## config.mk

```make
export PLATFORM = sky130hd
export DESIGN_NAME = fetch_stage
export DESIGN_NICKNAME = d
export VERILOG_FILES = /design/src/rtl/fetch_stage.sv
export SDC_FILE = /design/constraint.sdc
export NUM_CORES = 1
export LEC_CHECK = 0
export BUFFER_PORTS_ARGS = -buffer_cell sky130_fd_sc_hd__buf_2
export CAP_MARGIN = 20
export CORE_MARGIN = 2
export CORE_UTILIZATION = 51
export CTS_CLUSTER_SIZE = 10
export DETAILED_ROUTE_END_ITERATION = 6
export PLACE_DENSITY = 0.76
export SETUP_SLACK_MARGIN = 0.4
export SLEW_MARGIN = 5
export SYNTH_ARGS = -nofsm -noshare
export SYNTH_HDL_FRONTEND = slang
export SYNTH_SLANG_ARGS = --single-unit
```

## constraint.sdc

```tcl
create_clock -name clock -period 1.8 [get_ports clock]
set_input_delay 0.09 -clock clock [delete_from_list [all_inputs] [get_ports clock]]
set_output_delay 0.09 -clock clock [all_outputs]
set_load 0.02 [all_outputs]
```

## src/rtl/fetch_stage.sv

```systemverilog
// Instruction-fetch stage: owns the PC, issues word-addressed imem requests and feeds the F/D
// latch, with branch redirect/squash and a 1-entry skid buffer that absorbs decode stalls.
module fetch_stage #(
  parameter logic [31:0] RESET_PC    = 32'd0,
  parameter logic [31:0] NOP_INSN    = 32'd0,
  parameter int unsigned IMEM_ADDR_W = 12
) (
  input  logic                   clock,
  input  logic                   reset,
  input  logic                   stall,
  input  logic                   ctrl_branch,
  input  logic [31:0]            PCafterJump,
  output logic                   imem_req,
  output logic [IMEM_ADDR_W-1:0] address_imem,
  input  logic                   imem_ready,
  input  logic [31:0]            q_imem,
  output logic [31:0]            fd_insn,
  output logic [31:0]            fd_PC,
  output logic                   fd_valid
);

  typedef enum logic [1:0] {StRun, StStall, StDrain, StRedirect} mode_e;

  logic [31:0] pc;
  logic        inflight;
  logic [31:0] inflight_pc;
  logic        skid_full;
  logic [31:0] skid_insn;
  logic [31:0] skid_pc;
  logic        accept;
  mode_e       mode;
  logic        unused_pc_hi;

  // Never request while a stalled response would have nowhere to go but a full skid.
  always_comb begin
    imem_req = reset && !ctrl_branch && !skid_full && !(stall && inflight);
    accept   = imem_req && imem_ready;
    if (ctrl_branch) begin
      mode = StRedirect;
    end else if (stall) begin
      mode = StStall;
    end else if (skid_full) begin
      mode = StDrain;
    end else begin
      mode = StRun;
    end
  end

  assign address_imem = pc[IMEM_ADDR_W-1:0];
  assign unused_pc_hi = ^pc[31:IMEM_ADDR_W];

  always_ff @(posedge clock or negedge reset) begin
    if (!reset) begin
      pc          <= RESET_PC;
      inflight    <= 1'b0;
      inflight_pc <= 32'd0;
      skid_full   <= 1'b0;
      skid_insn   <= 32'd0;
      skid_pc     <= 32'd0;
      fd_insn     <= NOP_INSN;
      fd_PC       <= 32'd0;
      fd_valid    <= 1'b0;
    end else begin
      inflight <= accept;
      if (accept) begin
        inflight_pc <= pc;
      end
      unique case (mode)
        StRedirect: begin
          pc        <= PCafterJump;
          skid_full <= 1'b0;
          fd_insn   <= NOP_INSN;
          fd_valid  <= 1'b0;
        end
        StStall: begin
          if (accept) begin
            pc <= pc + 32'd1;
          end
          if (inflight) begin
            skid_full <= 1'b1;
            skid_insn <= q_imem;
            skid_pc   <= inflight_pc + 32'd1;
          end
        end
        StDrain: begin
          fd_insn   <= skid_insn;
          fd_PC     <= skid_pc;
          fd_valid  <= 1'b1;
          skid_full <= 1'b0;
        end
        StRun: begin
          if (accept) begin
            pc <= pc + 32'd1;
          end
          if (inflight) begin
            fd_insn  <= q_imem;
            fd_PC    <= inflight_pc + 32'd1;
            fd_valid <= 1'b1;
          end else begin
            fd_insn  <= NOP_INSN;
            fd_valid <= 1'b0;
          end
        end
        default: ;
      endcase
    end
  end

endmodule

```

==> impl.org, run 1 <==
** Critical path
- Of all nets on the critical path, the largest fanout is 4.
- In this design, the stage delay of the slowest critical-path cell is 420 ps.
- STA classifies the critical path endpoint as a flip-flop.
- Counting stages on the worst path, the most repeated cell is sky130_fd_sc_hd__buf_6.
- Critical path buffers and inverters :: 3
- Highest-delay cell along the critical path :: sky130_fd_sc_hd__o41ai_1
- Startpoint types :: flip-flop
- The signal on the critical path passes through nand4_1 -> buf_4 -> nor4_4 -> buf_6 -> nand3_4 -> buf_6 -> o41ai_1 -> a21oi_1.
- Worst Setup SP :: pc[6]$_DFFE_PN0P_
- STA puts the critical path data arrival time at 2540 ps.
- The critical path in this run is classified as flip-flop to flip-flop.
- Critical path data required time :: 2120 ps
- In this run the critical register-to-register path is launched from pc[6]$_DFFE_PN0P_.
- R2r setup slk :: -420 ps
- Family with the most delay on the worst path :: buffers and inverters

** Placed design
- Final Wtd Congestion :: 0.932
- Before CTS, the worst setup slack after placement is -39.1 ps.
- Area post-placement :: 0.0112 mm2
- The HPWL after detailed placement is 17,400 um.
- Quantity of I/O buffers inserted on ports :: 146

** Synth
- Yosys mapped a number of flops with a built-in enable equal to 0.
- Xor and xnor area share after synthesis :: 2.87%
- Count of distinct cell types in the synthesized netlist :: 61
- For this run, the leading register cell type out of synthesis is sky130_fd_sc_hd__dfrtp_1.
- During synthesis, Yosys emitted a total of 0 warnings.
- The synthesized netlist devotes 16.1% of its cell area to compound gates.
- Multiplexer fraction of the synthesized cell area :: 4.52%
- When the netlist entered floorplanning its net count stood at 1,014.
- Syn Std Cell Area :: 0.00914 mm2
- Area share of fa/ha/maj cells after synthesis :: 0.274%
- After synthesis, the share of flip-flops with an asynchronous set or reset is 100%.
- Combinational family with the most area after synthesis :: simple AND/OR/NAND/NOR gates
- Seq/Total Area, Yosys :: 53.4%
- Gate count after technology mapping :: 943
- Register bit total from synthesis :: 195
- A synthesized cell averages 9.70 um2.
- Basic-gate share of the synthesized area counting and, or, nand and nor cells :: 19.0%

** Final layout
- The final layout contains 1,426 nets.
- Compared with the post-synthesis result, the final layout area differs by 81.5%.
- Layout filler cell count :: 382
- Commonest non-fill, non-tap cell in the layout :: sky130_fd_sc_hd__dfrtp_1
- Summing all non-filler instances in the final layout gives an area of 0.0166 mm2.
- Share of cells above drive strength 1 :: 59.1%
- In the layout the commonest cells are sky130_fd_sc_hd__dfrtp_1 (186), sky130_fd_sc_hd__buf_2 (144), sky130_fd_sc_hd__buf_4 (129).

** GRT
- In the global route stage, met3 resource usage came out at 9.14%.
- The global routing stage identified its most utilized layer as met2.
- In the global route stage, met2 resource usage came out at 65.2%.
- Across every metal layer, demand over resource in global routing totals 41.0%.
- GRT met1 Usage :: 49.9%
- Global-route congestion overflow total :: 0
- The first global-routing pass estimated 58,200 um of wire.
- The via count of the first global-routing pass came to 10,400.
- Initial antenna violation count :: 4
- Entering global routing, the biggest net connects 116 pins.

** Power and ir drop
- Peak supply drop :: 870 uV
- In this run the static leakage power is 0.00755 uW.
- Power density over cell area :: 998 mW/mm2
- Total power for the finished layout comes to 16,600 uW.

** Routing
- The first TritonRoute pass finished after 7 iterations.
- Summed over all layers, the routed wires come to 54,500 um.
- DR vias :: 12,000
- Drt drc :: 186
- Detailed Route Iter0 Violations :: 2,180
- Remaining antenna violation count after routing :: 0
- Post-DR vias/cell :: 7.55
- Dividing the detail-routed wire length by the instance count gives 34.1 um.

** CTS
- Clock tree from TritonCTS :: built
- Register clock-pin slew on the reported worst setup and hold paths :: 80 ps
- Clock net sink count :: 195
- The H-tree generated during clock tree synthesis spans 4 levels.
- Root buffer cell :: sky130_fd_sc_hd__clkbuf_16
- Cts bufs inserted :: 17
- The clock passes through at most 2 buffers.
- Clock latency reported for the late side of the worst-skew pair :: 480 ps

** Floorplanning
- The initial utilization of the core area, before any placement, comes to 52.5%.
- I/O pin count :: 147
- In this run the vertical extent of the chip is 138 um.
- The core region is 0.0174 mm2.
- The die covers 0.0190 mm2.
- In this run the horizontal extent of the chip is 138 um.
- Cell Rows :: 48

** STA
- Actual transition at the worst max-transition pin :: 768 ps
- RSZ-0062 raised after global routing :: yes
- The number of endpoints with negative hold slack in the final report came to 1.
- Summed over all failing endpoints, the final setup total negative slack is -8900 ps.
- Setup violations remaining at the end of the flow were counted as 69.
- Post-route setup slack :: -418 ps
- Subtracting the final worst setup slack from the clock period gives 2220 ps.
- Across the routed clock network, the largest skew measured is 16.8 ps.
- Worst hold slack across all endpoints :: -2.55 ps
- Highest Clock Rate :: 0.451 GHz
- Measured against its own limit, the worst slew margin works out to 48.8%.
- Of the available clock period, the critical path in the final layout requires 123%.
- The final-report max-slew violation count is 0.

** Min path
- The min-delay analysis places its worst path in the category input port to flip-flop.
- Hold Startpoint :: PCafterJump[4]

** Flow run
- Max-cap violation count :: 0

** Outcome
- The final reports fail on design-rule violations, negative hold slack, negative setup slack.
- The run finished, with violations left.
==> stage by stage <==
stage,instances,util (%)
4_1_cts,1536,84.2
5_1_grt,1594,95.3
3_3_place_gp,1347,64.1
2_1_floorplan,943,-
3_5_place_dp,1347,64.1
6_report,1596,95.3
==> tightest hold or removal path: cells and delay by family <==
kind	cells	cell delay, ps
AO/OA/AOI/OAI	2	230
buffers and inverters	1	110
==> sequential cells by signal, summed over array words and instances, names as in the netlist, 32 cells and up <==
signal and flops:
inflight_pc 32, pc 32, fd_insn 32, skid_pc 32, skid_insn 32, fd_PC 32
==> cells by family after synthesis <==
kind of cell             count (synthesis)
AND/OR/NAND/NOR                        369
flip-flops                             195
buffers and inverters                   83
multiplexers                            37
XOR/XNOR                                30
adder cells (fa/ha/maj)                  2
AO/OA/AOI/OAI                          227
==> final timing paths <==
kind,to,cells past startpoint
setup / recovery,pc[30]$_DFFE_PN0P_,8
hold / removal,pc[4]$_DFFE_PN0P_,3
setup reg to reg,pc[30]$_DFFE_PN0P_,8
hold reg to reg,fd_PC[13]$_DFFE_PN0P_,1
max in group asynchronous,inflight_pc[3]$_DFFE_PN0P_,4
min in group asynchronous,pc[0]$_DFFE_PN0P_,3
==> power breakdown <==
part | total (uW) | switching [uW] | internal, uW
clock | 4250 | 2000 | 2250
sequential | 6340 | 1070 | 5270
combinational | 5970 | 3430 | 2540
==> layer usage <==
metal  up-vias  wire [um]
met5         -         23
met4         4       6120
met3       647       8030
met2      1591      23100
met1      5558      17200
li1       4244          -
==> synth_stat cells, drive strengths merged, types with 4 or more instances <==
cell type	count	area, um2
o22a	4	36.3
clkbuf	49	184
nor2	70	263
o211ai	4	30.0
xnor2	15	131
or3	11	70.1
and4	4	35.0
dfrtp	195	4880
nor4	12	103
o22ai	15	93.8
a221oi	30	263
a211oi	7	57.6
nor3	42	210
nand3	26	143
xor2	15	131
buf	20	125
a21o	9	67.6
a22oi	12	90.1
nand4	26	178
a2bb2oi	5	43.8
a21oi	41	205
o21ai	76	380
a31oi	6	37.5
nand2	157	589
mux2	34	383
inv	12	45.0
and3	9	57.6
or4	4	33.8
==> timing repair <==
item,in CTS,in global routing
endpoints found under the setup margin,187,224
hold buffers,53,1
pin swaps,152,123
buffers inserted,82,52
gates resized for setup,293,300
hold endpoints to repair,241,1
gates cloned,22,4
==> final cells by class <==
class | instances | area (um2) | area share [%]
repair inverters | 2 | 32.5 | 0.196
diodes | 3 | 7.51 | 0.0452
flip-flops and latches | 195 | 4890 | 29.5
multi-input cells | 667 | 6330 | 38.2
well taps | 225 | 282 | 1.70
clock buffers | 19 | 443 | 2.67
repair buffers | 458 | 4370 | 26.3
clock inverters | 13 | 171 | 1.03
inverters | 14 | 70.1 | 0.422
(Power assumes the default switching activity.)
==> run 2, diff against run 1 <==
MAX_ROUTING_LAYER = met4   (was unset)
==> impl.org, run 2 (same netlist as run 1, synthesis figures left out) <==
** Outcome
- Result of the run: finished, violations left (unchanged).
- Failing checks :: negative hold slack, negative setup slack (was design-rule violations, negative hold slack, negative setup slack)

** Critical path
- The data arrival at the endpoint of the critical path is 2500 ps (was 2540 ps).
- Reg-to-reg startpoint :: inflight_pc[24]$_DFFE_PN0P_ (was pc[6]$_DFFE_PN0P_)
- Startpoint-to-endpoint class of the critical path :: flip-flop to flip-flop (unchanged)
- R2r setup slk :: -350 ps (was -420 ps)
- Cell count of the worst reg-to-reg path :: 6 (was 8)
- R2R Path End :: skid_pc[29]$_DFFE_PN0P_ (was pc[30]$_DFFE_PN0P_)
- The timing startpoint of the critical path is inflight_pc[24]$_DFFE_PN0P_ (was pc[6]$_DFFE_PN0P_).
- The highest fanout seen on the critical path is 6 (was 4).
- Critical Path End Type :: flip-flop (unchanged)
- Critical path data required time :: 2160 ps (was 2120 ps)
- Startpoint types :: flip-flop (unchanged)
- Destination of the critical timing path :: skid_pc[29]$_DFFE_PN0P_ (was pc[30]$_DFFE_PN0P_)

** Placed design
- The cell total after placement was 1,347 (unchanged).
- Final Wtd Congestion :: 0.944 (was 0.932)
- Area post-placement :: 0.0112 mm2 (about the same)
- DP Wirelength :: 17,300 um (was 17,400 um)
- The total of buffers placed on input and output ports came to 146 (unchanged).

** Final layout
- Share of cells above drive strength 1 :: 57.6% (was 59.1%)
- Number of cells in the finished layout apart from fillers :: 1,566 (was 1,596)
- The most common cell after layout, fill and taps aside is sky130_fd_sc_hd__dfrtp_1 (unchanged).
- The final layout net count is 1,397 (was 1,426).
- The synthesis-to-layout area growth came to 76.0% (was 81.5%).
- Leading cell types in the layout, fill and taps excluded :: sky130_fd_sc_hd__dfrtp_1 (189), sky130_fd_sc_hd__buf_2 (144), sky130_fd_sc_hd__buf_4 (114) (was sky130_fd_sc_hd__dfrtp_1 (186), sky130_fd_sc_hd__buf_2 (144), sky130_fd_sc_hd__buf_4 (129))
- The final non-filler cell area was 0.0161 mm2 (was 0.0166 mm2).

** Power and ir drop
- The power per standard cell area was 984 mW/mm2 (was 998 mW/mm2).
- The sum of internal, switching and leakage power is 15,800 uW (was 16,600 uW).
- The design internal power came to 9780 uW (was 10,100 uW).
- The leakage component of the power came to 0.00734 uW (was 0.00755 uW).
- Peak supply drop :: 792 uV (was 870 uV)
- Part of the power in registers :: 39.7% (was 38.3%)
- The clock network fraction of design power came to 25.5% (was 25.7%).
- The net switching power of the design was 6060 uW (was 6490 uW).
- Switching share of total power :: 38.3% (was 39.2%)
- Proportion of power drawn by combinational gates :: 34.8% (was 36.1%)

** Floorplanning
- Core outline area :: 0.0174 mm2 (unchanged)
- The starting utilization of the core area came to 52.5% (unchanged).
- Die Span X :: 138 um (unchanged)
- Die extent in y :: 138 um (unchanged)
- I/O pin count :: 147 (unchanged)
- Floorplan die area :: 0.0190 mm2 (unchanged)
- Cell Rows :: 48 (unchanged)

** CTS
- The count of H-tree levels built during CTS came to 4 (unchanged).
- The maximum buffer depth of the clock tree is 2 (unchanged).
- Clock tree from TritonCTS :: built (unchanged)
- The CTS root buffer was sky130_fd_sc_hd__clkbuf_16 (unchanged).
- Register clock-pin slew on the reported worst setup and hold paths :: 80 ps (about the same)
- Clock net sink count :: 195 (unchanged)
- The clock insertion delay at the later pin of the skew report is 450 ps (was 480 ps).
- The number of clock buffers inserted by TritonCTS is 17 (unchanged).

** STA
- Setup Total Neg Slack :: -4450 ps (was -8900 ps)
- The transition time of the tightest slew-check pin was 788 ps (was 768 ps).
- The final count of negative-setup-slack endpoints came to 40 (was 69).
- Worst hold slack across all endpoints :: -12.0 ps (was -2.55 ps)
- The final-report max-slew violation count is 0 (unchanged).
- The number of endpoints with negative hold slack in the final report is 3 (was 1).
- The highest attainable clock frequency was 0.466 GHz (was 0.451 GHz).
- Final worst clock skew :: 10.2 ps (was 16.8 ps)
- RSZ-0062 raised after global routing :: yes (unchanged)
- Headroom to the max-slew limit :: 47.4% (was 48.8%)
- The share of the cycle needed by the critical path after routing came to 119% (was 123%).
- Tmin final :: 2150 ps (was 2220 ps)
- The post-route worst setup slack was -348 ps (was -418 ps).

** GRT
- The remaining global-route overflow was 0 (unchanged).
- The largest net degree at the start of global routing is 120 (was 116).
- Initial antenna violation count :: 0 (was 4)
- The wire length of the first global-routing pass came to 55,000 um (was 58,200 um).
- The via count of the first global-routing pass came to 9,929 (was 10,400).
- All-layer global routing usage :: 39.2% (was 41.0%)

** Routing
- DRT Wirelength :: 47,800 um (was 54,500 um)
- The via count is 11,300 (was 12,000).
- Detail-routed net length per standard cell :: 30.5 um (was 34.1 um)
- The number of nets with antenna violations after routing is 0 (unchanged).
- Detailed Route Iter0 Violations :: 1,579 (was 2,180)
- Drt drc :: 0 (was 186)
- The number of search-and-repair iterations in the first detailed-routing pass came to 7 (unchanged).
- Post-DR vias/cell :: 7.24 (was 7.55)

** Min path
- The type of the worst min-delay path is input port to flip-flop (unchanged).

** Flow run
- The max capacitance violation total came to 0 (unchanged).
[run 2: worst min path at each step]
stage	from	endpoint	slack [ps]	depth (start not counted)
2_1_floorplan	reset	fd_PC[0]$_DFFE_PN0P_	-210	0
3_3_place_gp	reset	fd_PC[11]$_DFFE_PN0P_	-80	1
3_5_place_dp	reset	fd_PC[11]$_DFFE_PN0P_	-80	1
4_1_cts	PCafterJump[18]	pc[18]$_DFFE_PN0P_	0.5	3
5_1_grt	PCafterJump[27]	pc[27]$_DFFE_PN0P_	-2	3
6_report	PCafterJump[18]	pc[18]$_DFFE_PN0P_	-10	3
[run 2: cell type report]
type	instances	area (um2)
repair buffers	429	3990
fillers	488	1330
clock inverters	13	150
repair inverters	2	32.5
inverters	14	70.1
multi-input cells	667	6230
well taps	225	282
flip-flops and latches	195	4890
diodes	2	5.00
clock buffers	19	443
[run 2: through the flow]
stage	setup slack, ps	util [%]
finish	-348	92.4
global route	-408	92.4
CTS	-5.52	82.7
detailed placement	-69.8	64.1
global placement	-23.9	64.1
floorplan	-69.3	-
[run 2: worst max-delay path, cell delays in order, from the launching register on]
cell	delay, ps
sky130_fd_sc_hd__dfrtp_1	410
sky130_fd_sc_hd__nand4_1	170
sky130_fd_sc_hd__or4_4	590
sky130_fd_sc_hd__buf_12	180
sky130_fd_sc_hd__nor4_4	320
sky130_fd_sc_hd__xnor2_2	170
sky130_fd_sc_hd__o21ai_1	220
[run 2: what timing repair did]
item | 4_1_cts | 5_1_grt
setup buffers | 65 | 44
hold buffers | 51 | 0
pin swaps | 99 | 108
cloned | 20 | 5
gates resized for setup | 283 | 266
hold endpoints to repair | 268 | 0
endpoints found under the setup margin | 182 | 195
[run 2: per-layer routing]
layer | vias up | wire [um] | part of all wire [%] | track usage (%)
met2 | 1289 | 21100 | 44 | 61.6
met3 | 495 | 6080 | 13 | 6.62
li1 | 4187 | - | - | -
met1 | 5363 | 16300 | 34 | 49.0
met5 | - | 0 | 0 | -
met4 | 0 | 4320 | 9.0 | 20.3
[run 2: power groups by stage]
stage               clock, uW  combinational (uW)  sequential [uW]
CTS                      3880                4060             5920
global placement            0                3090             5910
detailed placement          0                3170             5960
finish                   4040                5520             6280
global route             4160                5660             6300
floorplan                   0                1630             6230
==> run 3, diff against run 2 <==
ABC_AREA = 1   (was unset)
CORE_UTILIZATION = 45   (was 51)
PLACE_DENSITY = unset   (was 0.76)
PLACE_DENSITY_LB_ADDON = 0.05   (was unset)
==> impl.org, run 3 <==
** Outcome
- Result of the run :: finished, violations left (unchanged)
- Failing checks :: negative hold slack (was negative hold slack, negative setup slack)

** STA
- Final worst clock skew :: 13.9 ps (was 10.2 ps)
- Actual transition at the worst max-transition pin :: 872 ps (was 788 ps)
- RSZ-0062 raised after global routing :: yes (unchanged)
- Setup Total Neg Slack :: 0 ps (was -4450 ps)
- Count of final hold-check violations :: 196 (was 3)
- The share of the cycle needed by the critical path after routing came to 92.6% (was 119%).
- The relative max-transition margin is 41.8% (was 47.4%).
- Number of setup violations in the final report :: 0 (was 40)
- Number of max-slew violations in the final report :: 0 (unchanged)
- Tmin final :: 1670 ps (was 2150 ps)
- Worst hold slack across all endpoints :: -196 ps (was -12.0 ps)
- The highest attainable clock frequency was 0.600 GHz (was 0.466 GHz).

** Final layout
- Leading cell types in the layout, fill and taps excluded :: sky130_fd_sc_hd__nand2_1 (375), sky130_fd_sc_hd__dfrtp_1 (181), sky130_fd_sc_hd__buf_2 (144) (was sky130_fd_sc_hd__dfrtp_1 (189), sky130_fd_sc_hd__buf_2 (144), sky130_fd_sc_hd__buf_4 (114))
- The synthesis-to-layout area growth came to 51.6% (was 76.0%).
- The final layout net count came to 1,731 (was 1,397).
- Commonest non-fill, non-tap cell in the layout :: sky130_fd_sc_hd__nand2_1 (was sky130_fd_sc_hd__dfrtp_1)
- The post-route non-filler standard cell count came to 1,954 (was 1,566).
- Post-Route Utilization :: 70.0% (was 92.4%)
- The ratio of cells with drive above 1 in the final layout came to 37.0% (was 57.6%).

** Critical path
- Arrival time worst endpoint :: 1990 ps (was 2500 ps)
- Critical path data required time :: 2120 ps (was 2160 ps)
- The category of the worst setup path launch point is a flip-flop (unchanged).
- The kind of critical path is flip-flop to flip-flop (unchanged).
- The highest fanout seen on the critical path was 5 (was 6).
- The nature of the critical path endpoint is a flip-flop (unchanged).

** Routing
- Detailed Route Iter0 Violations :: 561 (was 1,579)
- The residual DRC count came to 0 (unchanged).
- The number of nets with antenna violations after routing came to 0 (unchanged).
- The number of search-and-repair iterations in the first detailed-routing pass came to 5 (was 7).
- The wire length after detailed routing was 33,800 um (was 47,800 um).
- The routed length per instance came to 17.3 um (was 30.5 um).
- Post-DR vias/cell :: 5.10 (was 7.24)
- DR vias :: 9,970 (was 11,300)

** Min path
- The type of the worst min-delay path was input port to asynchronous set/reset pin (was input port to flip-flop).

** CTS
- Number of hold buffers added after cts :: 56 (was 51)
- Register clock-pin slew on the reported worst setup and hold paths :: 80 ps (about the same)
- The TritonCTS clock tree is built (unchanged).
- The count of H-tree levels built during CTS came to 4 (unchanged).
- The number of clock buffers inserted by TritonCTS is 17 (unchanged).
- Clock latency reported for the late side of the worst-skew pair :: 440 ps (was 450 ps)
- Clock net sink count :: 195 (unchanged)
- The maximum buffer depth of the clock tree was 2 (unchanged).
- Root buffer cell :: sky130_fd_sc_hd__clkbuf_16 (unchanged)

** Synth
- Count of distinct cell types in the synthesized netlist :: 33 (was 61)
- Count of yosys warnings during synthesis :: 0 (unchanged)
- The post-synthesis instance area is 0.0101 mm2 (was 0.00914 mm2).
- The share of async-settable or async-resettable flops after synthesis came to 100% (unchanged).
- Area contributors post-synth: sky130_fd_sc_hd__dfrtp_1 (48%), sky130_fd_sc_hd__nand2_1 (18%), sky130_fd_sc_hd__nor2_1 (5.4%) (was sky130_fd_sc_hd__dfrtp_1 (53%), sky130_fd_sc_hd__nand2_1 (6.4%), sky130_fd_sc_hd__mux2_2 (4.2%)).
- Average cell area after synthesis :: 7.45 um2 (was 9.70 um2)
- Gate count after technology mapping :: 1,360 (was 943)
- The most numerous cell in the Yosys netlist is sky130_fd_sc_hd__nand2_1 (was sky130_fd_sc_hd__dfrtp_1).
- Largest area contributor in the netlist :: sky130_fd_sc_hd__dfrtp_1 (unchanged)
- The number of enable flip-flop cells after synthesis is 0 (unchanged).
- The post-synth net total was 1,431 (was 1,014).
- The portion of synthesized cell area occupied by the leading cell type is 48.1% (was 53.4%).
- The sequential area share after synthesis was 48.1% (was 53.4%).
- Most instantiated flip-flop cell in the synthesis netlist :: sky130_fd_sc_hd__dfrtp_1 (unchanged)
- The number of synthesized register bits is 195 (unchanged).
- Leading cell types by count after synthesis: sky130_fd_sc_hd__nand2_1 (498), sky130_fd_sc_hd__dfrtp_1 (195), sky130_fd_sc_hd__nor2_1 (147) (was sky130_fd_sc_hd__dfrtp_1 (195), sky130_fd_sc_hd__nand2_1 (157), sky130_fd_sc_hd__o21ai_0 (74)).

** Flow run
- The max capacitance violation total was 0 (unchanged).

** Floorplanning
- The total number of placement rows is 54 (was 48).
- Floorplan die area :: 0.0237 mm2 (was 0.0190 mm2)
- Core outline area :: 0.0220 mm2 (was 0.0174 mm2)
- The horizontal die dimension was 154 um (was 138 um).
- The starting utilization of the core area was 46.2% (was 52.5%).
- Die extent in y :: 154 um (was 138 um)
- I/O pin count :: 147 (unchanged)

** GRT
- The wire length of the first global-routing pass was 49,400 um (was 55,000 um).
- All-layer global routing usage :: 27.1% (was 39.2%)
- The via count of the first global-routing pass is 9,385 (was 9,929).
- Initial antenna violation count :: 1 (was 0)
- The remaining global-route overflow is 0 (unchanged).
- The largest net degree at the start of global routing was 155 (was 120).

** Placed design
- Quantity of I/O buffers inserted on ports :: 146 (unchanged)
- Final Wtd Congestion :: 0.903 (was 0.944)
- DP Wirelength :: 18,000 um (was 17,300 um)
- Cell count after placement :: 1,745 (was 1,347)

** Power and ir drop
- Peak supply drop :: 676 uV (was 792 uV)
- The power per standard cell area was 935 mW/mm2 (was 984 mW/mm2).
- The leakage component of the power came to 0.00737 uW (was 0.00734 uW).
## run 3: area by class of cell
cell class | count | area (um2)
clock inverters | 14 | 196
clock buffers | 18 | 429
inverters | 133 | 561
multi-input cells | 966 | 5570
diodes | 1 | 2.50
fillers | 1724 | 6590
repair inverters | 5 | 56.3
flip-flops and latches | 195 | 4900
repair buffers | 342 | 3310
well taps | 280 | 350
## run 3: path summary, 6_finish.rpt
path                                            startpoint                   end  slack, ps  depth (start not counted)
worst max-delay path            inflight_pc[1]$_DFFE_PN0P_  fd_PC[6]$_DFFE_PN0P_        130                          9
worst min-delay path                                 reset    inflight$_DFF_PN0_       -200                          2
worst max register to register  inflight_pc[1]$_DFFE_PN0P_  fd_PC[6]$_DFFE_PN0P_        130                          9
worst min register to register        fd_valid$_DFFE_PN0P_  fd_valid$_DFFE_PN0P_        470                          2
max in group asynchronous                            reset  fd_valid$_DFFE_PN0P_       1310                          2
min in group clock                         PCafterJump[21]    pc[21]$_DFFE_PN0P_        -10                          5
## run 3: metrics by stage
| stage | setup WS (ps) | total power [uW] | hold WS [ps] | cell area (um2) |
|---|---|---|---|---|
| global placement | 176 | 8850 | 275 | 11100 |
| detailed placement | 147 | 8910 | 274 | 11100 |
| CTS | 173 | 13800 | -192 | 14100 |
| floorplan | 346 | 7890 | -206 | 10200 |
| finish | 134 | 14400 | -196 | 15400 |
| global route | 93.6 | 15200 | -157 | 15400 |
## run 3: power by group
part           switching [uW]  internal (uW)
registers                 749           5320
logic                    2450           1820
clock network            1900           2130
## run 3: repair_timing
| action | CTS | global route |
|---|---|---|
| cloned | 23 | 12 |
| pin swaps | 55 | 87 |
| hold endpoints to repair | 283 | 141 |
| gates resized for setup | 203 | 282 |
| setup endpoints to repair | 125 | 185 |
| buffers inserted | 67 | 18 |
## run 3: routing by layer
layer,routed length [um],track usage [%],vias up
li1,-,-,4889
met1,14300,34.6,4779
met2,17400,45.1,258
met3,1460,3.41,44
met4,707,8.59,0
met5,0,-,-
## run 3: cells by family (layout without fill, tap and decap cells)
family	count (synthesis)	in the layout	synth area share, %
AND/OR/NAND/NOR	742	742	29.9
AO/OA/AOI/OAI	207	207	11.5
buffers and inverters	199	512	8.90
flip-flops	195	195	48.1
XOR/XNOR	15	15	1.30
adder cells (fa/ha/maj)	2	2	0.247
other	0	1	0
## run 3: critical path, cell delays in order (launching register included)
cell,delay (ps)
sky130_fd_sc_hd__dfrtp_1,390
sky130_fd_sc_hd__ha_2,200
sky130_fd_sc_hd__nand2_2,60
sky130_fd_sc_hd__nor2_4,200
sky130_fd_sc_hd__nand2_4,110
sky130_fd_sc_hd__buf_12,140
sky130_fd_sc_hd__xor2_4,170
sky130_fd_sc_hd__nand2_1,80
sky130_fd_sc_hd__o211ai_1,100
sky130_fd_sc_hd__nand2_1,80
